`src/rtl/dmem_view_ctrl_pkg.sv`:
```
// Shared types and constants for the post-run data-memory viewer.
package dmem_view_ctrl_pkg;

  typedef enum logic [2:0] {
    ST_CORE,
    ST_HDR,
    ST_EMPTY,
    ST_FETCH,
    ST_CAP,
    ST_SHOW
  } state_t;

  localparam logic [31:0] BASE_ADDR_DEFAULT = 32'd1024;

  // Area count lives in the top byte of the header word at address 0.
  localparam int unsigned HDR_MSB = 31;
  localparam int unsigned HDR_LSB = 24;

endpackage

```
`src/rtl/dmem_view_ctrl_btn_edge.sv`:
```
// Two-channel rising-edge detector; rise pulses for one cycle per 0->1 transition.
module dmem_view_ctrl_btn_edge (
  input  logic       clk,
  input  logic       reset,
  input  logic [1:0] btn,
  output logic [1:0] rise
);

  logic [1:0] hist;

  always_ff @(posedge clk) begin
    if (reset) hist <= '0;
    else       hist <= btn;
  end

  assign rise = btn & ~hist;

endmodule

```
`src/rtl/dmem_view_ctrl.sv`:
```
// Data-memory port owner: passes core addresses while running, then sequences result readout.
module dmem_view_ctrl
  import dmem_view_ctrl_pkg::*;
#(
  parameter logic [31:0] BASE_ADDR  = BASE_ADDR_DEFAULT,
  parameter int unsigned IDX_W      = 8,
  parameter int unsigned AUTO_TICKS = 50000000
) (
  input  logic             clk,
  input  logic             reset,
  input  logic             finish,
  input  logic [31:0]      core_daddr,
  input  logic [31:0]      dmem_rd,
  input  logic [1:0]       btn,
  input  logic             auto_en,
  output logic [31:0]      dmem_addr,
  output logic [IDX_W-1:0] num_areas,
  output logic [IDX_W-1:0] view_index,
  output logic [31:0]      view_data,
  output logic             view_valid,
  output logic             core_owns
);

  localparam int unsigned TW = $clog2(AUTO_TICKS);

  state_t           state, state_nx;
  logic [TW-1:0]    timer;
  logic [1:0]       rise;
  logic             btn_next, btn_prev, btn_step, tmr_fire, step, step_fwd;
  logic [IDX_W-1:0] hdr_count, idx_last, idx_stepped;
  logic [31:0]      entry_addr;

  dmem_view_ctrl_btn_edge u_btn_edge (
    .clk   (clk),
    .reset (reset),
    .btn   (btn),
    .rise  (rise)
  );

  assign btn_next = rise[0] & ~rise[1];
  assign btn_prev = rise[1] & ~rise[0];
  assign btn_step = btn_next | btn_prev;
  assign tmr_fire = auto_en && (timer == TW'(AUTO_TICKS - 1));
  assign step     = btn_step | tmr_fire;
  // Button direction wins over a coincident timer expiry.
  assign step_fwd = btn_step ? btn_next : 1'b1;

  assign hdr_count  = IDX_W'(dmem_rd[HDR_MSB:HDR_LSB]);
  assign idx_last   = num_areas - IDX_W'(1);
  assign entry_addr = BASE_ADDR + 32'({view_index, 2'b00});
  assign core_owns  = (state == ST_CORE);

  always_comb begin
    idx_stepped = view_index;
    if (step_fwd) idx_stepped = (view_index == idx_last) ? '0 : view_index + IDX_W'(1);
    else          idx_stepped = (view_index == '0) ? idx_last : view_index - IDX_W'(1);
  end

  always_comb begin
    state_nx = state;
    case (state)
      ST_CORE:  if (finish) state_nx = ST_HDR;
      ST_HDR: begin
        if (!finish)              state_nx = ST_CORE;
        else if (hdr_count != '0) state_nx = ST_FETCH;
        else                      state_nx = ST_EMPTY;
      end
      ST_EMPTY: if (!finish) state_nx = ST_CORE;
      ST_FETCH: state_nx = finish ? ST_CAP : ST_CORE;
      ST_CAP:   state_nx = finish ? ST_SHOW : ST_CORE;
      ST_SHOW: begin
        if (!finish)  state_nx = ST_CORE;
        else if (step) state_nx = ST_FETCH;
      end
      default:  state_nx = ST_CORE;
    endcase
  end

  always_comb begin
    dmem_addr = entry_addr;
    case (state)
      ST_CORE:          dmem_addr = core_daddr;
      ST_HDR, ST_EMPTY: dmem_addr = '0;
      default:          dmem_addr = entry_addr;
    endcase
  end

  always_ff @(posedge clk) begin
    if (reset) begin
      state      <= ST_CORE;
      num_areas  <= '0;
      view_index <= '0;
      view_data  <= '0;
      view_valid <= 1'b0;
      timer      <= '0;
    end else begin
      state <= state_nx;
      // Valid exactly while resident in SHOW; every other path clears it.
      view_valid <= (state_nx == ST_SHOW);
      if (state == ST_HDR && finish) begin
        num_areas  <= hdr_count;
        view_index <= '0;
      end
      if (state == ST_CAP && finish) view_data <= dmem_rd;
      if (state == ST_SHOW && finish && step) view_index <= idx_stepped;
      if (state == ST_SHOW && auto_en && !step) timer <= timer + TW'(1);
      else                                      timer <= '0;
    end
  end

endmodule

```
`config.mk`:
```
export PLATFORM = sky130hd
export DESIGN_NAME = dmem_view_ctrl
export DESIGN_NICKNAME = d
export VERILOG_FILES = /design/src/rtl/dmem_view_ctrl_pkg.sv /design/src/rtl/dmem_view_ctrl_btn_edge.sv /design/src/rtl/dmem_view_ctrl.sv
export SDC_FILE = /design/constraint.sdc
export NUM_CORES = 1
export LEC_CHECK = 0
export CORE_MARGIN = 4
export CORE_UTILIZATION = 60
export CTS_BUF_LIST = sky130_fd_sc_hd__clkbuf_4 sky130_fd_sc_hd__clkbuf_8
export DETAILED_ROUTE_END_ITERATION = 16
export DONT_BUFFER_PORTS = 1
export GPL_TIMING_DRIVEN = 0
export PLACE_DENSITY_LB_ADDON = 0.3
export REMOVE_ABC_BUFFERS = 1
export SLEW_MARGIN = 20
export SYNTH_ARGS = -nofsm -noshare
export SYNTH_HDL_FRONTEND = slang
export SYNTH_SLANG_ARGS = --single-unit
```
`constraint.sdc`:
```
create_clock -name clk -period 1.93 [get_ports clk]
set_input_delay 0.4825 -clock clk [delete_from_list [all_inputs] [get_ports clk]]
set_output_delay 0.4825 -clock clk [all_outputs]
set_load 0.05 [all_outputs]
```
==> flow_summary.ini, run 1 <==
[clock_tree]
clock_sinks = 80
cts_tree = built
root_buffer = clkbuf_8
clkTransAtPathRegs_ns = 0.09
clk_path_buf_depth = 2
cts_buffers = 9
clkLatencyLatePin_ns = 0.35
htreeDepth = 3

[routing]
drc_errors = 0
ant_nets = 0
viasPerCell = 6.08
dr.pass1.iters = 5
wl_per_cell_um = 18.2
vias = 3814
drt-total-wl_mm = 11.4
drt-initial-drc-count = 232

[finish]
nFillCells = 504
multi_input_area_um2 = 2660
seq_area_um2 = 1660
layout.cells.non_filler = 627
drive_gt1_share_pct = 24.3
fin_area_um2 = 4890
diodes = 0
syn_to_final_growth_pct = 16.3
layout.nets = 602

[worst_setup_path]
critPathRequiredTime_ns = 1.45
arrival_ns = 1.72
path_class = reg -> out
critPathLaunchType = flip-flop
rrSetupSlack_ns = -0.26
path_max_fanout = 6
r2r_cells = 7
end_kind = output pin

[die]
ios = 152
core_um2 = 6790
row_count = 30
die_h_um = 91.7
start_util_pct = 61.9
fp.dieArea_um2 = 8410
die_w_um = 91.7

[placement]
hpwl_mm = 7.51
postPlaceCellArea_um2 = 4170
gp_congestion = 0.899
portBuffers = 0
place_inst = 596

[status]
failed_checks = setup timing
status = finished, violations left

[logic_synthesis]
synthArstFlopShare_pct = 0
ys_ff_latch = 80
synth_ff_type = dfxtp_1
ys_warn_count = 0
synth-edff-count = 0
ys_seq_area_share_pct = 38.1
synth_common_cells = nand2_1, dfxtp_1, a21oi_1
netlist_area_um2 = 4210
netlist_instances = 532
yosysUniqueCellTypes = 53
yosys.area.top_type = dfxtp_1
synth_area_leaders = dfxtp_1, nand2_1, a21oi_1
synth_top_area_share_pct = 38.1
yosysMostFrequentCell = nand2_1
avgSynthCellArea_um2 = 7.91

[timing]
rsz0062_at_grt = true
fmax_mhz = 453
fin_crit_ns = 2.21
finalHoldViolCount = 0
skew_ns = 0.0127
worst_slew_pin_slew_ns = 0.593
tns_ns = -8.96
setup_violations = 36
slew_violations = 0
finalWorstSetupSlack_ns = -0.276
slew_headroom_pct = 60.4
fin_crit_sh_pct = 114

[run]
maxCapViolCount = 0

[global_routing]
antenna_found_initial = 0
grt_max_degree = 56
grt_pass1_wl_mm = 17.3
grt_usage_pct = 25.1
grt_pass1_vias = 3568
overflow = 0

[power]
total_power_mw = 3.45
leakagePower_nw = 1.69
power.density_nw_per_um2 = 705
ir_worst_vdd_mv = 0.598

[worst_hold_path]
hp-class = in -> reg
min_path_cells = 1
==> power by group <==
| part | total [mW] | switching, mW | internal [mW] | leakage (nW) |
|---|---|---|---|---|
| Clock | 1.16 | 0.673 | 0.489 | 0.0884 |
| Sequential | 1.70 | 0.0451 | 1.65 | 0.660 |
| Combinational | 0.592 | 0.374 | 0.219 | 0.944 |
==> registers in the layout, summed over array words and instances, names as in the netlist <==
| register | count |
|---|---|
| view_data | 32 |
| timer | 26 |
| num_areas | 8 |
| view_index | 8 |
| state | 3 |
| u_btn_edge.hist | 2 |
| view_valid | 1 |
==> layout make-up <==
cell class	count	area share, %
inverters	11	0.844
well taps	96	2.45
flip-flops and latches	80	33.8
clock inverters	7	1.25
multi-input cells	405	54.4
repair buffers	19	4.65
clock buffers	9	2.53
==> worst max-delay path: stages, from the launching register on <==
cell	delay, ns
dfxtp_4	0.37
nor3_4	0.26
buf_6	0.22
buf_12	0.16
clkbuf_16	0.14
and2_4	0.23
==> cell families (layout without fill, tap and decap cells) <==
family | Yosys count | in the layout | synth area share (%)
fa+ha+maj | 6 | 6 | 1.78
flops | 80 | 80 | 38.1
compound gates | 105 | 105 | 15.6
simple gates | 249 | 250 | 29.1
buf+inv | 48 | 46 | 6.10
xor+xnor | 41 | 41 | 8.54
mux | 3 | 3 | 0.714
==> metrics by stage <==
stage	setup WS [ns]	util (%)	hold WS, ns
6_report	-0.276	72.0	0.187
5_1_grt	-0.376	72.0	0.175
4_1_cts	-0.240	70.0	0.175
3_5_place_dp	-1.04	61.3	0.457
3_3_place_gp	-2.41	60.5	0.444
2_1_floorplan	-1.83	-	0.430
==> cell usage in the layout (no fill, tap or decap), drive strengths merged, types with 10 or more instances in the layout <==
master / n
nand2: 107
dfxtp: 80
inv: 14
nor2: 37
nor3: 13
buf: 18
xnor2: 17
clkbuf: 10
nand3: 19
and2: 25
a21oi: 55
xor2: 24
==> per-layer routing <==
| layer | track usage, % | vias up | routed length, um |
|---|---|---|---|
| met2 | 43.5 | 207 | 5670 |
| met3 | 6.23 | 19 | 1200 |
| met1 | 30.1 | 1767 | 4350 |
| met4 | 9.03 | 0 | 208 |
| li1 | - | 1821 | - |
| met5 | 0 | - | 0 |
==> final timing paths <==
path | start | end
setup / recovery | state[2]$_SDFF_PP0_ | dmem_addr[25]
hold / removal | reset | view_data[14]$_SDFFE_PP0P_
setup reg to reg | num_areas[4]$_SDFFE_PP0P_ | view_index[6]$_SDFFE_PP0P_
hold reg to reg | timer[0]$_SDFF_PP0_ | timer[0]$_SDFF_PP0_
==> repair_timing <==
| action | CTS | global route |
|---|---|---|
| setup endpoints to repair | 69 | 51 |
| hold buffers | 0 | 0 |
| gates resized for setup | 122 | 26 |
| cloned | 2 | 2 |
| pin swaps | 46 | 11 |
| endpoints found under the hold margin | 0 | 0 |
| setup buffers | 9 | 2 |
Power figures use the tool's default switching activity.
==> inputs of run 2 (changes only) <==
Clock period 1.93 ns to 2.86 ns, I/O delays scaled along.
==> run 2 against run 1 <==
  * The flow now finishes without violations
  * Setup slack gained 0.42 ns
  * Core utilization shrank 7.3 points
  * Global-route usage shrank 1.6 points
  * Flip-flop and latch count is the same
  * Routed wire length shrank 9.5%
  * Worst hold slack gained 0.23 ns
  * Non-clock buffer count shrank 14
  * Critical endpoint is now dmem_addr[23]
==> flow_summary.ini, run 2 (synthesis results as in run 1) <==
[status]
status = finished, final reports clean

[worst_setup_path]
r2r_end = view_index[6]$_SDFFE_PP0P_
rr_startpoint = num_areas[1]$_SDFFE_PP0P_
path_class = reg -> out
cp-startpoint = state[0]$_SDFF_PP0_
r2r_cells = 8
arrival_ns = 2.00
rrSetupSlack_ns = 0.27
end_kind = output pin
critPathLaunchType = flip-flop
path_max_fanout = 22
critPathRequiredTime_ns = 2.14

[timing]
skew_ns = 0.00900
slew_headroom_pct = 30.9
worst_slew_pin_slew_ns = 1.04
setup_violations = 0
finalWorstSetupSlack_ns = 0.143
fin_crit_sh_pct = 95.0
slew_violations = 0
tns_ns = 0
rsz0062_at_grt = false
fmax_mhz = 368
finalHoldViolCount = 0
fin_crit_ns = 2.72

[worst_hold_path]
holdPathEnd = view_data[14]$_SDFFE_PP0P_
hp-class = in -> reg
hp-start = reset
min_path_cells = 1

[global_routing]
grt_pass1_wl_mm = 16.3
overflow = 0
grt_usage_pct = 23.5
antenna_found_initial = 0
grt_max_degree = 56
grt_pass1_vias = 3381

[routing]
viasPerCell = 5.97
wl_per_cell_um = 16.9
vias = 3651
drt-total-wl_mm = 10.3
drc_errors = 0
ant_nets = 0
drt-initial-drc-count = 210
dr.pass1.iters = 5

[run]
maxCapViolCount = 0

[power]
p_switching_mw = 0.708
comb_power_share_pct = 13.8
power.density_nw_per_um2 = 509
total_power_mw = 2.24
p_seq_share_pct = 51.4
leakagePower_nw = 1.44
power.internal_mw = 1.53
ir_worst_vdd_mv = 0.381
p_sw_share_pct = 31.6
pwr-share-clk_pct = 34.8

[clock_tree]
clk_path_buf_depth = 2
clock_sinks = 80
cts_tree = built
root_buffer = clkbuf_8
clkTransAtPathRegs_ns = 0.09
cts_buffers = 9
cts_setup_buffers = 0
hold_buffers = 0
htreeDepth = 3
clkLatencyLatePin_ns = 0.35

[finish]
drive_gt1_share_pct = 11.2
final_common_cell = nand2_1
final_cell_mix = nand2_1, dfxtp_1, a21oi_1
layout.nets = 587
layout.cells.non_filler = 612
syn_to_final_growth_pct = 4.52
diodes = 0
top_register = view_data
reg_top3 = view_data (32), timer (26)
nFillCells = 566
largest_reg_flops = 32

[die]
core_um2 = 6790
row_count = 30
fp.dieArea_um2 = 8410
start_util_pct = 61.9
die_h_um = 91.7
ios = 152
die_w_um = 91.7

[placement]
portBuffers = 0
gp_congestion = 0.899
pre_cts_ws_ns = -0.109
place_inst = 596
hpwl_mm = 7.51
## run 2: metal layers
layer,wire [um],part of all wire (%),GRT usage (%),vias to the layer above
met5,0,0,0,-
met4,127,1.2,7.05,0
met3,984,9.5,5.66,13
li1,-,-,-,1793
met1,4170,40,29.3,1674
met2,5050,49,40.4,171
## run 2: repair_timing
| action | CTS | global route |
|---|---|---|
| endpoints found under the hold margin | 0 | 0 |
| gates resized for setup | 24 | 4 |
| endpoints found under the setup margin | 30 | 30 |
## run 2: area by class of cell
cell class	instances	area (um^2)	area share (%)
well taps	96	120	2.73
inverters	11	41.3	0.939
clock inverters	7	61.3	1.39
repair buffers	5	45.0	1.02
flip-flops and latches	80	1610	36.5
clock buffers	9	124	2.82
multi-input cells	404	2400	54.6
## run 2: stage by stage
stage                     utilization (%)  hold WS (ns)  cell area [um^2]
after floorplan                         -         0.430              3990
after global placement               60.5         0.444              4110
after detailed placement             61.3         0.457              4170
after CTS                            64.5         0.408              4380
after global routing                 64.7         0.408              4400
final                                64.7         0.419              4400
## run 2: how the worst max path moves through the flow
stage,to,slack (ns),cells after the start
floorplan,dmem_addr[2],-1.13,2
global placement,dmem_addr[1],-1.71,2
detailed placement,view_index[6]$_SDFFE_PP0P_,-0.11,8
CTS,dmem_addr[1],0.05,5
global route,dmem_addr[6],0.04,5
finish,dmem_addr[23],0.14,5
## run 2: worst max-delay path, stage by stage (launching register included)
cell,delay (ns)
dfxtp_1,0.42
nor3_4,0.28
buf_4,0.26
buf_6,0.15
buf_4,0.19
and2_2,0.34
## run 2: power by group through the flow
stage / Combinational [mW] / Clock, mW / Sequential (mW)
floorplan: 0.260 / 0 / 1.17
global placement: 0.290 / 0 / 1.18
detailed placement: 0.298 / 0 / 1.18
CTS: 0.306 / 0.796 / 1.15
global route: 0.323 / 0.847 / 1.15
finish: 0.308 / 0.780 / 1.15
